**src/rtl/iir_sched_pkg.sv**
```systemverilog
// Shared types and constants for the time-multiplexed biquad cascade scheduler.
package iir_sched_pkg;

    localparam int unsigned DW_DEF    = 16;
    localparam int unsigned ACC_W_DEF = 36;
    localparam int unsigned NUM_TAPS  = 5;

    localparam logic [2:0] IDX_A0  = 3'd0;
    localparam logic [2:0] IDX_A1  = 3'd1;
    localparam logic [2:0] IDX_A2  = 3'd2;
    localparam logic [2:0] IDX_B1  = 3'd3;
    localparam logic [2:0] IDX_B2  = 3'd4;
    localparam logic [2:0] IDX_SHR = 3'd5;
    localparam logic [2:0] IDX_SHL = 3'd6;
    localparam logic [2:0] IDX_BAD = 3'd7;

    typedef enum logic [1:0] {
        StIdle,
        StMac,
        StWb,
        StDone
    } state_e;

endpackage

```
**src/rtl/iir_mac_unit.sv**
```systemverilog
// Shared signed multiply-accumulate: combinational product, registered accumulator.
module iir_mac_unit
    import iir_sched_pkg::*;
#(
    parameter int unsigned DW    = DW_DEF,
    parameter int unsigned ACC_W = ACC_W_DEF
) (
    input  logic                    clk,
    input  logic                    rst,
    input  logic                    en,
    input  logic                    clr,
    input  logic                    sub,
    input  logic signed [DW-1:0]    coef,
    input  logic signed [DW-1:0]    data,
    output logic signed [ACC_W-1:0] acc
);

    logic signed [2*DW-1:0]  prod;
    logic signed [ACC_W-1:0] prod_ext;
    logic signed [ACC_W-1:0] base;
    logic signed [ACC_W-1:0] acc_d;
    logic signed [ACC_W-1:0] acc_q;

    always_comb begin
        prod     = coef * data;
        prod_ext = ACC_W'(prod);
        // Clear folds into the first tap so no idle cycle is spent zeroing.
        base     = clr ? '0 : acc_q;
        acc_d    = acc_q;
        if (en) begin
            acc_d = sub ? (base - prod_ext) : (base + prod_ext);
        end
    end

    always_ff @(posedge clk or negedge rst) begin
        if (!rst) begin
            acc_q <= '0;
        end else begin
            acc_q <= acc_d;
        end
    end

    assign acc = acc_q;

endmodule

```
**src/rtl/iir_biquad_sched.sv**
```systemverilog
// Cascade of NSEC biquad sections sequenced through one shared MAC, 5 taps plus
// one writeback cycle per section.
module iir_biquad_sched
    import iir_sched_pkg::*;
#(
    parameter int unsigned NSEC  = 2,
    parameter int unsigned DW    = DW_DEF,
    parameter int unsigned ACC_W = ACC_W_DEF
) (
    input  logic                 clk,
    input  logic                 rst,
    input  logic                 sample_valid,
    input  logic signed [DW-1:0] din,
    output logic signed [DW-1:0] dout,
    output logic                 dout_valid,
    output logic                 busy,
    output logic                 overrun,
    input  logic                 cfg_we,
    input  logic [5:0]           cfg_addr,
    input  logic [DW-1:0]        cfg_wdata,
    output logic                 cfg_err,
    input  logic                 hist_clr
);

    state_e state_q, state_d;
    logic [2:0]           tap_q;
    logic [2:0]           sec_q;
    logic signed [DW-1:0] sec_in_q;
    logic signed [DW-1:0] dout_q;
    logic                 overrun_q;
    logic                 cfg_err_q;

    logic signed [DW-1:0] coef_q [NSEC][NUM_TAPS];
    logic [4:0]           shr_q  [NSEC];
    logic [3:0]           shl_q  [NSEC];
    logic signed [DW-1:0] x1_q   [NSEC];
    logic signed [DW-1:0] x2_q   [NSEC];
    logic signed [DW-1:0] y1_q   [NSEC];
    logic signed [DW-1:0] y2_q   [NSEC];

    logic signed [DW-1:0] cur_coef [NUM_TAPS];
    logic [4:0]           cur_shr;
    logic [3:0]           cur_shl;
    logic signed [DW-1:0] cur_x1, cur_x2, cur_y1, cur_y2;

    logic signed [DW-1:0]    mac_coef, mac_data;
    logic                    mac_en, mac_clr, mac_sub;
    logic signed [ACC_W-1:0] acc;
    logic signed [DW-1:0]    y_wb, out_wb;

    logic [2:0] cfg_sec, cfg_idx;
    logic       cfg_bad, cfg_ok, last_sec, idle;

    assign idle     = (state_q == StIdle);
    assign cfg_sec  = cfg_addr[5:3];
    assign cfg_idx  = cfg_addr[2:0];
    assign cfg_bad  = !idle || (32'(cfg_sec) >= NSEC) || (cfg_idx == IDX_BAD);
    assign cfg_ok   = cfg_we && !cfg_bad;
    assign last_sec = (sec_q == 3'(NSEC - 1));

    always_comb begin
        cur_coef = '{default: '0};
        cur_shr  = '0;
        cur_shl  = '0;
        cur_x1   = '0;
        cur_x2   = '0;
        cur_y1   = '0;
        cur_y2   = '0;
        for (int s = 0; s < int'(NSEC); s++) begin
            if (sec_q == 3'(s)) begin
                cur_coef = coef_q[s];
                cur_shr  = shr_q[s];
                cur_shl  = shl_q[s];
                cur_x1   = x1_q[s];
                cur_x2   = x2_q[s];
                cur_y1   = y1_q[s];
                cur_y2   = y2_q[s];
            end
        end
    end

    // Tap order a0*x, a1*x1, a2*x2, then the two feedback terms subtracted.
    always_comb begin
        mac_coef = '0;
        mac_data = '0;
        case (tap_q)
            3'd0: begin mac_coef = cur_coef[0]; mac_data = sec_in_q; end
            3'd1: begin mac_coef = cur_coef[1]; mac_data = cur_x1;   end
            3'd2: begin mac_coef = cur_coef[2]; mac_data = cur_x2;   end
            3'd3: begin mac_coef = cur_coef[3]; mac_data = cur_y1;   end
            3'd4: begin mac_coef = cur_coef[4]; mac_data = cur_y2;   end
            default: ;
        endcase
        mac_en  = (state_q == StMac);
        mac_clr = (tap_q == 3'd0);
        mac_sub = (tap_q >= 3'd3);
    end

    iir_mac_unit #(
        .DW    (DW),
        .ACC_W (ACC_W)
    ) u_mac (
        .clk  (clk),
        .rst  (rst),
        .en   (mac_en),
        .clr  (mac_clr),
        .sub  (mac_sub),
        .coef (mac_coef),
        .data (mac_data),
        .acc  (acc)
    );

    assign y_wb   = DW'(acc >>> cur_shr);
    assign out_wb = y_wb << cur_shl;

    always_comb begin
        state_d = state_q;
        unique case (state_q)
            StIdle: if (sample_valid) state_d = StMac;
            StMac:  if (tap_q == 3'(NUM_TAPS - 1)) state_d = StWb;
            StWb:   state_d = last_sec ? StDone : StMac;
            StDone: state_d = StIdle;
        endcase
    end

    always_ff @(posedge clk or negedge rst) begin
        if (!rst) begin
            state_q   <= StIdle;
            tap_q     <= '0;
            sec_q     <= '0;
            sec_in_q  <= '0;
            dout_q    <= '0;
            overrun_q <= 1'b0;
            cfg_err_q <= 1'b0;
        end else begin
            state_q   <= state_d;
            overrun_q <= sample_valid && !idle;
            cfg_err_q <= cfg_we && cfg_bad;
            unique case (state_q)
                StIdle: begin
                    tap_q <= '0;
                    sec_q <= '0;
                    if (sample_valid) sec_in_q <= din;
                end
                StMac: tap_q <= (tap_q == 3'(NUM_TAPS - 1)) ? 3'd0 : tap_q + 3'd1;
                StWb: begin
                    sec_in_q <= out_wb;
                    sec_q    <= sec_q + 3'd1;
                    if (last_sec) dout_q <= out_wb;
                end
                StDone: ;
            endcase
        end
    end

    always_ff @(posedge clk or negedge rst) begin
        if (!rst) begin
            for (int s = 0; s < int'(NSEC); s++) begin
                coef_q[s] <= '{default: '0};
                shr_q[s]  <= '0;
                shl_q[s]  <= '0;
            end
        end else if (cfg_ok) begin
            for (int s = 0; s < int'(NSEC); s++) begin
                if (cfg_sec == 3'(s)) begin
                    if (cfg_idx == IDX_SHR) begin
                        shr_q[s] <= cfg_wdata[4:0];
                    end else if (cfg_idx == IDX_SHL) begin
                        shl_q[s] <= cfg_wdata[3:0];
                    end else begin
                        coef_q[s][cfg_idx] <= cfg_wdata;
                    end
                end
            end
        end
    end

    // History holds pre-shl y so the feedback gain is independent of output scaling.
    always_ff @(posedge clk or negedge rst) begin
        if (!rst) begin
            for (int s = 0; s < int'(NSEC); s++) begin
                x1_q[s] <= '0;
                x2_q[s] <= '0;
                y1_q[s] <= '0;
                y2_q[s] <= '0;
            end
        end else if (idle && hist_clr) begin
            for (int s = 0; s < int'(NSEC); s++) begin
                x1_q[s] <= '0;
                x2_q[s] <= '0;
                y1_q[s] <= '0;
                y2_q[s] <= '0;
            end
        end else if (state_q == StWb) begin
            for (int s = 0; s < int'(NSEC); s++) begin
                if (sec_q == 3'(s)) begin
                    x2_q[s] <= x1_q[s];
                    x1_q[s] <= sec_in_q;
                    y2_q[s] <= y1_q[s];
                    y1_q[s] <= y_wb;
                end
            end
        end
    end

    assign dout       = dout_q;
    assign dout_valid = (state_q == StDone);
    assign busy       = !idle;
    assign overrun    = overrun_q;
    assign cfg_err    = cfg_err_q;

endmodule

```
**config.mk**
```make
export PLATFORM = sky130hd
export DESIGN_NAME = iir_biquad_sched
export DESIGN_NICKNAME = d
export VERILOG_FILES = /design/src/rtl/iir_sched_pkg.sv /design/src/rtl/iir_mac_unit.sv /design/src/rtl/iir_biquad_sched.sv
export SDC_FILE = /design/constraint.sdc
export NUM_CORES = 2
export LEC_CHECK = 0
export CORE_MARGIN = 5
export CORE_UTILIZATION = 43
export DETAILED_ROUTE_END_ITERATION = 10
export RECOVER_POWER = 50
export SYNTH_ARGS = -nofsm -noshare
export SYNTH_HDL_FRONTEND = slang
export SYNTH_SLANG_ARGS = --single-unit
```
**constraint.sdc**
```tcl
create_clock -name clk -period 21.5 [get_ports clk]
set_input_delay 3.225 -clock clk [delete_from_list [all_inputs] [get_ports clk]]
set_output_delay 3.225 -clock clk [all_outputs]
set_load 0.02 [all_outputs]
```
==> impl_metrics.py <==
metrics = {
    "synthesis": {
        "synth_warnings": 0,
        "synth.area.top_cells": "dfrtp_1 30%, fa_1 17%, mux2_2 6.6%",
        "synth_edf_count": 0,
        "synthFlopType": "dfrtp_1",
        "yosysTopAreaCellShare_pct": 30.17,
        "netlist_area_sq_mm": 0.03185,
        "synth_top_cell_by_area": "dfrtp_1",
        "seq_area_frac_synth_pct": 30.17,
        "syn_nets": 3840,
        "synth_most_common_cell": "nand2_1",
        "synth_cells": 3408,
        "synth_cell_types": 92,
        "synth_common_cells": "457 x nand2_1, 384 x dfrtp_1, 329 x inv_1",
        "synthArstFlopShare_pct": 100.0,
        "synth.ff_latch_count": 384,
        "syn_area_per_cell_sq_um": 9.346,
    },
    "placed_design": {
        "place_ws_ns": 9.303,
        "dpl_cell_area_sq_mm": 0.03344,
        "placed_cells": 4273,
        "portBuffers": 62,
        "hpwl_um": 67580,
        "gp_congestion": 0.8935,
    },
    "routing": {
        "drt_iter0_drc": 2225,
        "dr_total_vias": 25250,
        "remaining_drc_errors": 0,
        "dr.pass1.iters": 6,
        "wl_per_cell_um": 21.82,
        "drt-vias-per-instance": 5.799,
        "routed_wl_um": 94990,
        "ant_nets": 0,
    },
    "floorplan": {
        "die_h_um": 282.2,
        "die_area_sq_mm": 0.07962,
        "io_pins": 63,
        "die_x_um": 282.2,
        "core_area_sq_mm": 0.07321,
        "initial_core_util_pct": 43.51,
        "rows": 99,
    },
    "sta": {
        "period_share_pct": 68.06,
        "fmax_mhz": 68.34,
        "finalWorstSetupSlack_ns": 6.866,
        "fin_tns_setup_ns": 0,
        "hold-worst-slack_ns": 0.4857,
        "skew_ns": 0.05265,
        "period_needed_ns": 14.63,
        "max_slew_margin_pct": -256.1,
        "worstMarginPinSlew_ns": 5.341,
        "finalSetupViolCount": 0,
        "slew_violations": 448,
        "rsz0062_at_grt": "false",
        "hold_viol_final": 0,
    },
    "grt": {
        "top_usage_layer": "met2",
        "grt.overflow.total": 0,
        "grt_start_max_net_pins": 171,
        "gr-usage-met2_pct": 38.16,
        "grt_pass1_vias": 25610,
        "grt_usage_pct": 24.08,
        "grt_use_met3_pct": 3.863,
        "grt_pass1_wl_um": 150500,
        "grtUsageMet1_pct": 34.28,
        "antenna_found_initial": 0,
    },
    "clocking": {
        "cts_buffer_depth": 3,
        "numCtsBuffers": 44,
        "cts_sinks": 384,
        "cts_tree": "yes",
        "clock_latency_ns": 0.62,
        "htree_num_levels": 2,
        "cts_hold_buf": 0,
        "post_cts_buffers": 0,
        "cts.reportedPaths.clkPinSlew_ns": 0.06,
        "clockRootBuffer": "clkbuf_16",
        "cts_resized": 0,
    },
    "power": {
        "power_mw": 6.203,
        "ir_worst_vdd_v": 0.0001585,
        "power_leakage_nw": 15.95,
        "powerDensity_mw_per_mm2": 177.9,
    },
    "critical_path": {
        "path_class": "reg2reg",
        "cp_slowest_cell": "clkbuf_1",
        "cp-end-kind": "register",
        "cpMostUsedCell": "fa_1",
        "cp-start-kind": "register",
        "critPathMaxFanout": 50,
        "max_stage_delay_ns": 2.42,
        "cp.arrival_ns": 15.10,
        "required_ns": 21.97,
    },
    "cells_and_area": {
        "postLayoutCoreUtil_pct": 47.65,
        "fin_area_sq_mm": 0.03488,
        "drive_above_1_share_pct": 11.61,
        "layout.nets": 3792,
        "instances_no_fill": 4354,
        "syn2layout_area_growth_pct": 9.506,
        "antenna_cells": 0,
    },
    "run_status": {
        "status": "finished, violations left",
        "violations": "capacitance limit, slew limit",
    },
    "job": {
        "cap_viol_max_count": 7,
    },
    "min_path": {
        "worstHoldPathType": "reg2reg",
    },
}
==> worst max-delay path, delay by kind of cell, from the launching register on <==
kind                     cells  cell delay (ns)
multiplexers                 1             0.12
AND/OR/NAND/NOR              9             2.24
adder cells (fa/ha/maj)      9             4.14
XOR/XNOR                     2             0.42
buffers and inverters        7             3.16
flip-flops                   1             0.40
AO/OA/AOI/OAI               14             3.92
==> flip-flops by register name, indices dropped and copies added, names as in the netlist <==
name       cells
x1_q          32
shr_q         10
y1_q          32
x2_q          32
coef_q       160
shl_q          8
y2_q          32
dout          16
tap_q          3
overrun        1
sec_q          3
cfg_err        1
u_mac.acc     36
state_q        2
sec_in_q      16
==> cells in the final DEF (no fill, tap or decap), types with 13 or more instances in the layout <==
| cell type | count |
|---|---|
| mux2_2 | 184 |
| nor2b_1 | 61 |
| xor2_1 | 35 |
| dfrtp_1 | 384 |
| fa_1 | 264 |
| nand4_1 | 15 |
| xnor2_1 | 50 |
| nand2b_1 | 26 |
| dlygate4sd3_1 | 22 |
| mux2i_1 | 28 |
| nand3_1 | 41 |
| a21o_1 | 29 |
| o22ai_1 | 22 |
| o21a_1 | 13 |
| clkdlybuf4s50_1 | 39 |
| and3_1 | 15 |
| a31oi_1 | 19 |
| clkbuf_16 | 44 |
| a22oi_1 | 129 |
| a21oi_1 | 235 |
| inv_1 | 329 |
| nor2_1 | 257 |
| or3_1 | 17 |
| clkbuf_1 | 26 |
| buf_4 | 35 |
| ha_1 | 125 |
| o21ai_0 | 117 |
| nand2_1 | 457 |
| mux4_2 | 33 |
| nor3_1 | 40 |
| or2_2 | 15 |
| a22o_1 | 49 |
| a211oi_1 | 40 |
==> area by class of cell <==
type	count	area [sq um]
Tap cell	959	1200
Inverter	329	1235
Fill cell	7025	38330
Clock buffer	66	1304
Clock inverter	15	236.5
Timing Repair Buffer	113	953.4
Sequential cell	384	9609
Multi-Input combinational cell	2488	20340
==> logic make-up after synthesis <==
family	Yosys count	share of synthesized area [%]
and+or+nand+nor	1000	13.82
AOI/OAI and AO/OA	762	15.65
buffers and inverters	536	6.462
adders and majority gates	389	21.50
DFF	384	30.17
muxes	251	10.01
xor gates and xnor gates	86	2.388
==> metal layers <==
metal / share of wire (%) / vias up
met2: 46 / 836
met5: 0 / -
met3: 6.6 / 166
li1: - / 11520
met1: 44 / 12730
met4: 3.4 / 0
==> worst paths after layout <==
path | end | slack [ns] | depth (start not counted) | start
max in group asynchronous | u_mac.acc[23] | 9.41 | 3 | rst
worst max-delay path | u_mac.acc[35] | 6.87 | 42 | sec_q[1]
worst min-delay path | dout[11] | 0.49 | 2 | dout[11]
worst max register to register | u_mac.acc[35] | 6.87 | 42 | sec_q[1]
worst min register to register | dout[11] | 0.49 | 2 | dout[11]
min in group asynchronous | coef_q[77] | 4.60 | 1 | rst
==> power breakdown <==
group	switching, mW	internal, mW	leakage [nW]
Combinational	2.69	1.68	10.0
Sequential	0.163	0.880	5.19
Clock	0.326	0.461	0.741
Total	3.18	3.02	16.0
No activity file was read; power rests on OpenSTA's default activity.
